==> src/rtl/router_fsm_nch.sv <==
// router_fsm_nch: N-channel router controller FSM.
// Takes one packet at a time from the input port and steers it into one of
// NUM_CH output FIFOs. It decodes the header address, latches the target
// channel, and drives the router_reg and synchroniser control strobes.
// Every output is a Moore output, decoded only from state_q and cur_ch_q.
// Optional feature macro: ROUTER_FSM_DROP_EN. When it is defined, a packet
// whose address is out of range is consumed in DROP_PKT and never written.
module router_fsm_nch #(
    parameter int NUM_CH = 3,
    parameter int ADDR_W = 2
) (
    input  logic              clock,
    input  logic              resetn,
    input  logic              pkt_valid,
    input  logic              parity_done,
    input  logic              low_pkt_valid,
    input  logic              fifo_full,
    input  logic [NUM_CH-1:0] fifo_empty,
    input  logic [NUM_CH-1:0] soft_reset,
    input  logic [ADDR_W-1:0] data_in,
    output logic              detect_add,
    output logic              lfd_state,
    output logic              ld_state,
    output logic              laf_state,
    output logic              full_state,
    output logic              write_enb_reg,
    output logic              rst_int_reg,
    output logic              busy,
    output logic [NUM_CH-1:0] ch_sel,
    output logic              pkt_drop
);

    typedef enum logic [3:0] {
        ST_DA, ST_WTE, ST_LFD, ST_LD, ST_FFS, ST_LAF, ST_LP, ST_CPE
`ifdef ROUTER_FSM_DROP_EN
        , ST_DROP
`endif
    } state_e;

    localparam logic [ADDR_W:0] NUM_CH_W = (ADDR_W+1)'(NUM_CH);

    state_e            state_q, state_d;
    logic [ADDR_W-1:0] cur_ch_q, cur_ch_d;
    logic              addr_ok, empty_in, empty_cur, srst_cur;

    // Look up the per-channel flags for the incoming address and for the
    // latched channel. An address that is out of range matches no channel.
    always_comb begin
        addr_ok   = ({1'b0, data_in} < NUM_CH_W);
        empty_in  = 1'b0;
        empty_cur = 1'b0;
        srst_cur  = 1'b0;
        for (int i = 0; i < NUM_CH; i++) begin
            if (data_in == ADDR_W'(i)) empty_in = fifo_empty[i];
            if (cur_ch_q == ADDR_W'(i)) begin
                empty_cur = fifo_empty[i];
                srst_cur  = soft_reset[i];
            end
        end
    end

    // Next-state logic. A soft reset on the latched channel overrides every
    // other transition, but only while a packet is actually in flight.
    always_comb begin
        state_d  = state_q;
        cur_ch_d = cur_ch_q;
        if (state_q != ST_DA
`ifdef ROUTER_FSM_DROP_EN
            && state_q != ST_DROP
`endif
            && srst_cur) begin
            state_d = ST_DA;
        end else begin
            case (state_q)
                ST_DA: begin
                    if (pkt_valid && addr_ok) begin
                        cur_ch_d = data_in;
                        state_d  = empty_in ? ST_LFD : ST_WTE;
                    end
`ifdef ROUTER_FSM_DROP_EN
                    else if (pkt_valid) state_d = ST_DROP;
`endif
                end
                ST_WTE:  if (empty_cur) state_d = ST_LFD;
                ST_LFD:  state_d = ST_LD;
                ST_LD: begin
                    if (fifo_full)       state_d = ST_FFS;
                    else if (!pkt_valid) state_d = ST_LP;
                end
                ST_FFS:  if (!fifo_full) state_d = ST_LAF;
                ST_LAF: begin
                    if (parity_done)        state_d = ST_DA;
                    else if (low_pkt_valid) state_d = ST_LP;
                    else                    state_d = ST_LD;
                end
                ST_LP:   state_d = ST_CPE;
                ST_CPE:  state_d = fifo_full ? ST_FFS : ST_DA;
`ifdef ROUTER_FSM_DROP_EN
                ST_DROP: if (!pkt_valid) state_d = ST_DA;
`endif
                default: state_d = ST_DA;
            endcase
        end
    end

    // State and latched-channel registers.
    always_ff @(posedge clock or negedge resetn) begin
        if (!resetn) begin
            state_q  <= ST_DA;
            cur_ch_q <= '0;
        end else begin
            state_q  <= state_d;
            cur_ch_q <= cur_ch_d;
        end
    end

`ifdef ROUTER_FSM_DROP_EN
    logic pkt_drop_q;
    // Pulse for one cycle when a dropped packet ends, in the cycle the
    // state is back in DA.
    always_ff @(posedge clock or negedge resetn) begin
        if (!resetn) pkt_drop_q <= 1'b0;
        else         pkt_drop_q <= (state_q == ST_DROP) && !pkt_valid;
    end
    assign pkt_drop = pkt_drop_q;
`else
    assign pkt_drop = 1'b0;
`endif

    // Moore output decode. ch_sel stays all-zero while no channel is owned.
    always_comb begin
        detect_add    = (state_q == ST_DA);
        lfd_state     = (state_q == ST_LFD);
        ld_state      = (state_q == ST_LD);
        laf_state     = (state_q == ST_LAF);
        full_state    = (state_q == ST_FFS);
        rst_int_reg   = (state_q == ST_CPE);
        write_enb_reg = (state_q == ST_LD) || (state_q == ST_LP) || (state_q == ST_LAF);
        busy          = (state_q == ST_LFD) || (state_q == ST_LP) || (state_q == ST_FFS) ||
                        (state_q == ST_LAF) || (state_q == ST_WTE) || (state_q == ST_CPE);
        ch_sel        = '0;
        if (state_q != ST_DA
`ifdef ROUTER_FSM_DROP_EN
            && state_q != ST_DROP
`endif
           ) begin
            for (int i = 0; i < NUM_CH; i++) ch_sel[i] = (cur_ch_q == ADDR_W'(i));
        end
    end

endmodule

==> config.mk <==
export PLATFORM = sky130hd
export DESIGN_NAME = router_fsm_nch
export DESIGN_NICKNAME = d
export VERILOG_FILES = /design/src/rtl/router_fsm_nch.sv
export SDC_FILE = /design/constraint.sdc
export NUM_CORES = 1
export LEC_CHECK = 0
export CAP_MARGIN = 25
export CORE_MARGIN = 4
export CORE_UTILIZATION = 25
export CTS_BUF_LIST = sky130_fd_sc_hd__clkbuf_2
export DETAILED_ROUTE_END_ITERATION = 6
export GPL_TIMING_DRIVEN = 0
export SYNTH_ARGS = -nofsm -noshare
export SYNTH_HDL_FRONTEND = slang
export SYNTH_SLANG_ARGS = --single-unit
==> constraint.sdc <==
create_clock -name clock -period 1.9 [get_ports clock]
set_clock_uncertainty 0.2 [all_clocks]
set_input_delay 0.38 -clock clock [delete_from_list [all_inputs] [get_ports clock]]
set_output_delay 0.38 -clock clock [all_outputs]
set_load 0.005 [all_outputs]
=== After elaboration in Yosys (flattened, before gate mapping) ===
Cells that the tools add are included.

* Flip-flop bits (word level): 6
* Bits of input ports: 14
* Output and inout bits: 12
* Word-level logic and storage cells: 55

* Magnitude comparators: 1
* Eq/ne operators: 15
* Multiplexer cells: 21
* Bitwise operators: 1
* Reductions and logical operators: 15

{| class="wikitable"
|+ Operators by type and width
! operator !! count
|-
| $pmux W4 S8 || 1
|-
| $mux W4 || 6
|-
| $eq A4 B3 Y1 const B || 4
|-
| $mux W3 || 4
|-
| $mux W1 || 9
|-
| $eq A4 B2 Y1 const B || 2
|-
| $logic_or A1 B1 Y1 || 7
|-
| $eq A2 B1 Y1 const B || 2
|-
| $eq A2 B2 Y1 const B || 2
|-
| $eq A4 B1 Y1 const B || 1
|-
| $logic_not A2 Y1 || 2
|-
| $logic_not A4 Y1 || 1
|-
| $ne A4 B3 Y1 const B || 1
|-
| $reduce_and A4 Y1 || 1
|-
| $reduce_bool A4 Y1 || 1
|-
| $ne A3 B1 Y1 const B || 1
|-
| $ne A3 B2 Y1 const B || 1
|-
| $ne A3 B3 Y1 const B || 1
|-
| $reduce_and A3 Y1 || 1
|-
| $logic_and A1 B1 Y1 || 2
|-
| $lt A2 B2 Y1 const B || 1
|-
| $mux W2 || 1
|-
| $not A1 Y1 || 1
|}

=== Depth between registers and ports, before layout ===
Gate-level depths: netlist of run 1.

* Depth in word-level cells: 8
* Gate-level depth with buffers: 5
* Mapped depth without buffers: 4

=== Worst setup path before layout of run 1 ===
OpenSTA, ideal clock, no wires.

* Kind: register to register
* Start: register state_q[1]
* End: register state_q[0]
* Setup time: 0.092 ns
* Data arrival time: 1.288 ns
* Required time: 1.608 ns
* Slack: 0.320 ns
* Cell stages (with the launch flop): 4
* Path buffers: 0
* Clock period less this slack: 1.580 ns
* Cell sequence: dfrtp_1 -> or4b_1 -> o21a_1 -> o31ai_2

* Longest elaborated chain between the ends: 4
* Elaborated cells between the ends (all ways): 17
* Those cells by class: eq/ne (11); mux (2); reduce/logical (4)

{| class="wikitable"
|+ Ends and longest elaborated chain
! what !! line !! text
|-
| from (decl) || 42 || <nowiki>state_e state_q, state_d;</nowiki>
|-
| from (signal assigned) || 112 || <nowiki>state_q <= state_d;</nowiki>
|-
| $reduce_bool A4 Y1 || 67 || <nowiki>if (state_q != ST_DA</nowiki>
|-
| $logic_and A1 B1 Y1 || 67 ||
|-
| $ne A4 B3 Y1 (no source line) (tied with other cells) || n/a ||
|-
| $reduce_and A4 Y1 (no source line) || n/a ||
|}

Parallel ways exist; a longest one is shown, timed or not.
A chain may end at the register's enable or synchronous reset.

=== Worst setup path in the final report of run 1 ===
* Start: register state_q[1]
* End: output port write_enb_reg

* Longest elaborated chain between the ends: 3
* Elaborated cells between the ends (all ways): 5
* Those cells by class: eq/ne (3); reduce/logical (2)

{| class="wikitable"
|+ Ends and longest elaborated chain
! what !! line !! text
|-
| $eq A4 B2 Y1 or $eq A4 B3 Y1 (tied branches) || 138 || <nowiki>write_enb_reg = (state_q == ST_LD) || (state_q == ST_LP) || (state_q == ST_LAF);</nowiki>
|-
| $logic_or A1 B1 Y1 || 138 ||
|-
| $logic_or A1 B1 Y1 * || 138 ||
|-
| to (decl) || 26 || <nowiki>output logic write_enb_reg,</nowiki>
|}

Every way passes the cells marked *; elsewhere a longest branch is shown, timed or not.

==> insert_results.sql, run 1 <==
INSERT INTO impl_metrics (metric_group, metric, value, unit) VALUES
('power_and_ir_drop', 'p_leak', '0.443', 'nW'),
('layout', 'filler_cell_count', '221', ''),
('synthesis', 'synth_fa_ha_area_share', '0', '%'),
('global_route', 'grt_antenna_before_repair', '0', ''),
('global_route', 'grt_start_max_net_pins', '11', ''),
('synthesis', 'parity_gate_share_of_the_synthesized_area_counting_xor_and_xnor_cells', '1.69', '%'),
('floorplan', 'floorplan.die_area', '2860', 'sq um'),
('global_route', 'grt_pass1_wl', '2880', 'um'),
('worst_setup_path', 'critPathRequiredTime', '1.32', 'ns'),
('layout', 'antenna-diode-count', '0', ''),
('clock_network', 'ctsLongestPathBuffers', '2', ''),
('drt', 'ant_nets', '0', ''),
('sta', 'hold_violations', '0', ''),
('outcome', 'run_status', 'completed', ''),
('power_and_ir_drop', 'p_switching', '0.576', 'mW'),
('layout', 'final_core_util', '48.3', '%'),
('placement', 'dpl-instance-area', '791', 'sq um'),
('layout', 'fin_area', '947', 'sq um'),
('floorplan', 'ioPinCount', '26', ''),
('clock_network', 'clock_sinks', '5', ''),
('drt', 'routed_wl', '1780', 'um'),
('drt', 'wirelength_per_cell', '13.1', 'um'),
('power_and_ir_drop', 'power.switching_fraction', '41.1', '%'),
('clock_network', 'htree_levels', '1', ''),
('floorplan', 'std_cell_rows', '16', ''),
('power_and_ir_drop', 'p_seq_share', '15.3', '%'),
('power_and_ir_drop', 'p_per_area', '1480', 'nW/um^2'),
('floorplan', 'starting_utilization_of_the_core_area', '26.3', '%'),
('global_route', 'groute.layer.met3.usage', '5.92', '%'),
('worst_setup_path', 'worst-setup-path-type', 'reg -> out', ''),
('synthesis', 'synth_area_per_cell', '7.83', 'sq um'),
('power_and_ir_drop', 'combinationalPowerShare', '77.3', '%'),
('placement', 'globalplace.congestion', '0.755', ''),
('sta', 'number_of_pins_with_negative_max_slew_slack_in_the_final_report', '0', ''),
('sta', 'finalSetupViolCount', '0', ''),
('clock_network', 'clkLatencyLatePin', '0.23', 'ns'),
('sta', 'layout_min_cycle_time', '1.87', 'ns'),
('drt', 'drt_iter0_markers', '12', ''),
('power_and_ir_drop', 'total_power', '1.40', 'mW'),
('sta', 'setup_slack_after_layout', '0.0347', 'ns'),
('worst_setup_path', 'cp-start-kind', 'flip-flop', ''),
('sta', 'unrepaired_setup_endpoints_after_global_routing', 'yes', ''),
('clock_network', 'numCtsBuffers', '3', ''),
('global_route', 'grt_overflow_total', '0', ''),
('layout', 'layout.area.seq', '129', 'sq um'),
('layout', 'area_growth_syn_to_layout', '83.3', '%'),
('clock_network', 'clkSlewWorstSetupHoldPaths', '0.06', 'ns'),
('job', 'maxCapViolCount', '0', ''),
('placement', 'placement.io_buffers', '24', ''),
('power_and_ir_drop', 'power.ir.vdd_worst', '0.722', 'mV'),
('placement', 'dp_hpwl', '1180', 'um'),
('synthesis', 'mappedNetlistArea', '517', 'sq um'),
('layout', 'nNetsFinal', '124', ''),
('clock_network', 'postCtsHoldBufs', '0', ''),
('synthesis', 'synth-compound-area-share', '24.7', '%'),
('synthesis', 'synthSimpleGateAreaFrac', '33.9', '%'),
('global_route', 'via_count_of_the_first_global_routing_pass', '658', ''),
('worst_setup_path', 'critical_path_fanouts_max', '6', ''),
('worst_hold_path', 'timing.hold.worst.class', 'in -> async', ''),
('sta', 'maxClockFrequency', '0.536', 'GHz'),
('global_route', 'global_route.usage.met2', '25.3', '%'),
('synthesis', 'dominant_combinational_cell_family_by_area_after_synthesis', 'simple AND/OR/NAND/NOR gates', ''),
('worst_setup_path', 'critical_path_arrival', '1.29', 'ns'),
('global_route', 'global_route.peak_usage_layer', 'met2', ''),
('synthesis', 'distinct_cell_type_count_after_synthesis', '32', ''),
('drt', 'num_vias', '664', ''),
('drt', 'post_drt_via_cell_ratio', '4.88', ''),
('synthesis', 'synth.yosys.seq_area_share', '24.2', '%'),
('synthesis', 'synth-seq-cells', '5', ''),
('clock_network', 'cts_tree', 'built', ''),
('layout', 'post_route_cells_drive_above_1_share', '41.3', '%');
==> timing repair <==
action,4_1_cts,5_1_grt
gates cloned,0,0
pin swaps,1,6
setup endpoints to repair,11,11
resized for setup,38,13
buffers inserted,13,2
==> layout make-up <==
cell class / count / share of cell area (%)
clock buffers: 4 / 2.11
repair buffers: 39 / 33.6
multi-input cells: 54 / 41.1
plain buffers: 6 / 5.68
inverters: 1 / 0.396
flip-flops and latches: 5 / 13.6
well taps: 27 / 3.57
==> logic make-up (layout without fill, tap and decap cells) <==
logic type             after synthesis  in the layout
AND/OR/NAND/NOR                     30             30
XOR/XNOR                             1              1
AO/OA/AOI/OAI                       18             18
buffers and inverters                7             50
multiplexers                         4              4
flip-flops                           5              5
other                                1              1
==> power by group through the flow <==
| stage | clock network (mW) | registers, mW | logic, mW |
|---|---|---|---|
| final | 0.103 | 0.215 | 1.08 |
| after global placement | 0 | 0.195 | 0.831 |
| after CTS | 0.106 | 0.207 | 1.03 |
| after detailed placement | 0 | 0.197 | 0.835 |
| after floorplan | 0 | 0.187 | 0.505 |
| after global routing | 0.117 | 0.221 | 1.19 |
==> registers in the layout, indices dropped and copies added (netlist names) <==
register  cells
state_q       3
cur_ch_q      2
==> per-layer routing <==
metal | vias up | routed length, um
li1 | 325 | -
met5 | - | 0
met4 | 0 | 0
met2 | 37 | 859
met1 | 302 | 726
met3 | 0 | 192
==> layout by cell type, fill, tap and decap left out, types with 2 or more instances in the layout <==
cell type / count
sky130_fd_sc_hd__clkbuf_2: 9
sky130_fd_sc_hd__nand3b_1: 3
sky130_fd_sc_hd__nand4_1: 3
sky130_fd_sc_hd__buf_6: 3
sky130_fd_sc_hd__buf_4: 15
sky130_fd_sc_hd__buf_2: 5
sky130_fd_sc_hd__o21ai_0: 2
sky130_fd_sc_hd__clkdlybuf4s50_1: 12
sky130_fd_sc_hd__a21oi_1: 5
sky130_fd_sc_hd__o22a_1: 2
sky130_fd_sc_hd__mux2i_1: 3
sky130_fd_sc_hd__clkdlybuf4s15_1: 2
sky130_fd_sc_hd__nor3b_1: 2
sky130_fd_sc_hd__dfrtp_1: 2
sky130_fd_sc_hd__nor2_1: 6
sky130_fd_sc_hd__dfrtp_2: 3
sky130_fd_sc_hd__nand2_1: 6
==> path summary, 6_finish.rpt <==
| path | slack, ns | end | cells past startpoint | startpoint |
|---|---|---|---|---|
| worst min register to register | 0.46 | cur_ch_q[0] | 2 | cur_ch_q[0] |
| max in group asynchronous | 1.12 | state_q[1] | 1 | resetn |
| worst max register to register | 0.07 | state_q[0] | 4 | state_q[1] |
| min in group clock | 0.34 | cur_ch_q[0] | 2 | data_in[0] |
| worst min-delay path | 0.17 | cur_ch_q[0] | 1 | resetn |
| worst max-delay path | 0.03 | write_enb_reg | 5 | state_q[1] |
==> synth_stat cells <==
library cell	number	area, sq um
sky130_fd_sc_hd__nor3_1	1	5.00
sky130_fd_sc_hd__and3_1	1	6.26
sky130_fd_sc_hd__a21bo_2	1	10.0
sky130_fd_sc_hd__buf_4	1	7.51
sky130_fd_sc_hd__nor2_1	7	26.3
sky130_fd_sc_hd__o21a_1	1	7.51
sky130_fd_sc_hd__o21ai_1	1	5.00
sky130_fd_sc_hd__nand2b_1	1	6.26
sky130_fd_sc_hd__clkbuf_1	1	3.75
sky130_fd_sc_hd__nand2_1	6	22.5
sky130_fd_sc_hd__xnor2_1	1	8.76
sky130_fd_sc_hd__and3b_1	2	17.5
sky130_fd_sc_hd__mux2i_1	3	30.0
sky130_fd_sc_hd__inv_1	1	3.75
sky130_fd_sc_hd__nor3b_1	4	30.0
sky130_fd_sc_hd__mux2_2	1	11.3
sky130_fd_sc_hd__nand4_1	3	18.8
sky130_fd_sc_hd__o22a_1	2	17.5
sky130_fd_sc_hd__o2111ai_1	1	8.76
sky130_fd_sc_hd__nor3_2	1	10.0
sky130_fd_sc_hd__o22ai_1	1	6.26
sky130_fd_sc_hd__o31ai_2	1	12.5
sky130_fd_sc_hd__a21boi_0	1	7.51
sky130_fd_sc_hd__o21ai_0	2	10.0
sky130_fd_sc_hd__nand3b_1	3	22.5
sky130_fd_sc_hd__a21o_1	1	7.51
sky130_fd_sc_hd__dfrtp_1	5	125
sky130_fd_sc_hd__or4b_1	1	10.0
sky130_fd_sc_hd__conb_1	1	3.75
sky130_fd_sc_hd__a221o_1	1	10.0
sky130_fd_sc_hd__a21oi_1	5	25.0
sky130_fd_sc_hd__buf_2	4	20.0
==> metrics by stage <==
| stage | instances | setup TNS, ns |
|---|---|---|
| finish | 136 | 0 |
| CTS | 134 | 0 |
| detailed placement | 117 | -1.30 |
| global route | 136 | -0.196 |
| global placement | 117 | -1.17 |
| floorplan | 66 | 0 |
==> critical path: stages, from the launching register on <==
cell and delay, ns:
sky130_fd_sc_hd__dfrtp_2 0.44, sky130_fd_sc_hd__buf_6 0.14, sky130_fd_sc_hd__buf_6 0.13, sky130_fd_sc_hd__xnor2_1 0.12
sky130_fd_sc_hd__a21oi_1 0.11, sky130_fd_sc_hd__buf_2 0.12
Note: power is estimated with default switching activity, not from simulation.
==> run 2: changes to the inputs <==
--- a/config.mk
+++ b/config.mk
@@ -11,6 +11,7 @@
 export CTS_BUF_LIST = sky130_fd_sc_hd__clkbuf_2
 export DETAILED_ROUTE_END_ITERATION = 6
 export GPL_TIMING_DRIVEN = 0
+export SLEW_MARGIN = 10
 export SYNTH_ARGS = -nofsm -noshare
 export SYNTH_HDL_FRONTEND = slang
 export SYNTH_SLANG_ARGS = --single-unit
==> results of run 2 <==
The final DEF is identical to that of run 1; final timing and power are the same.
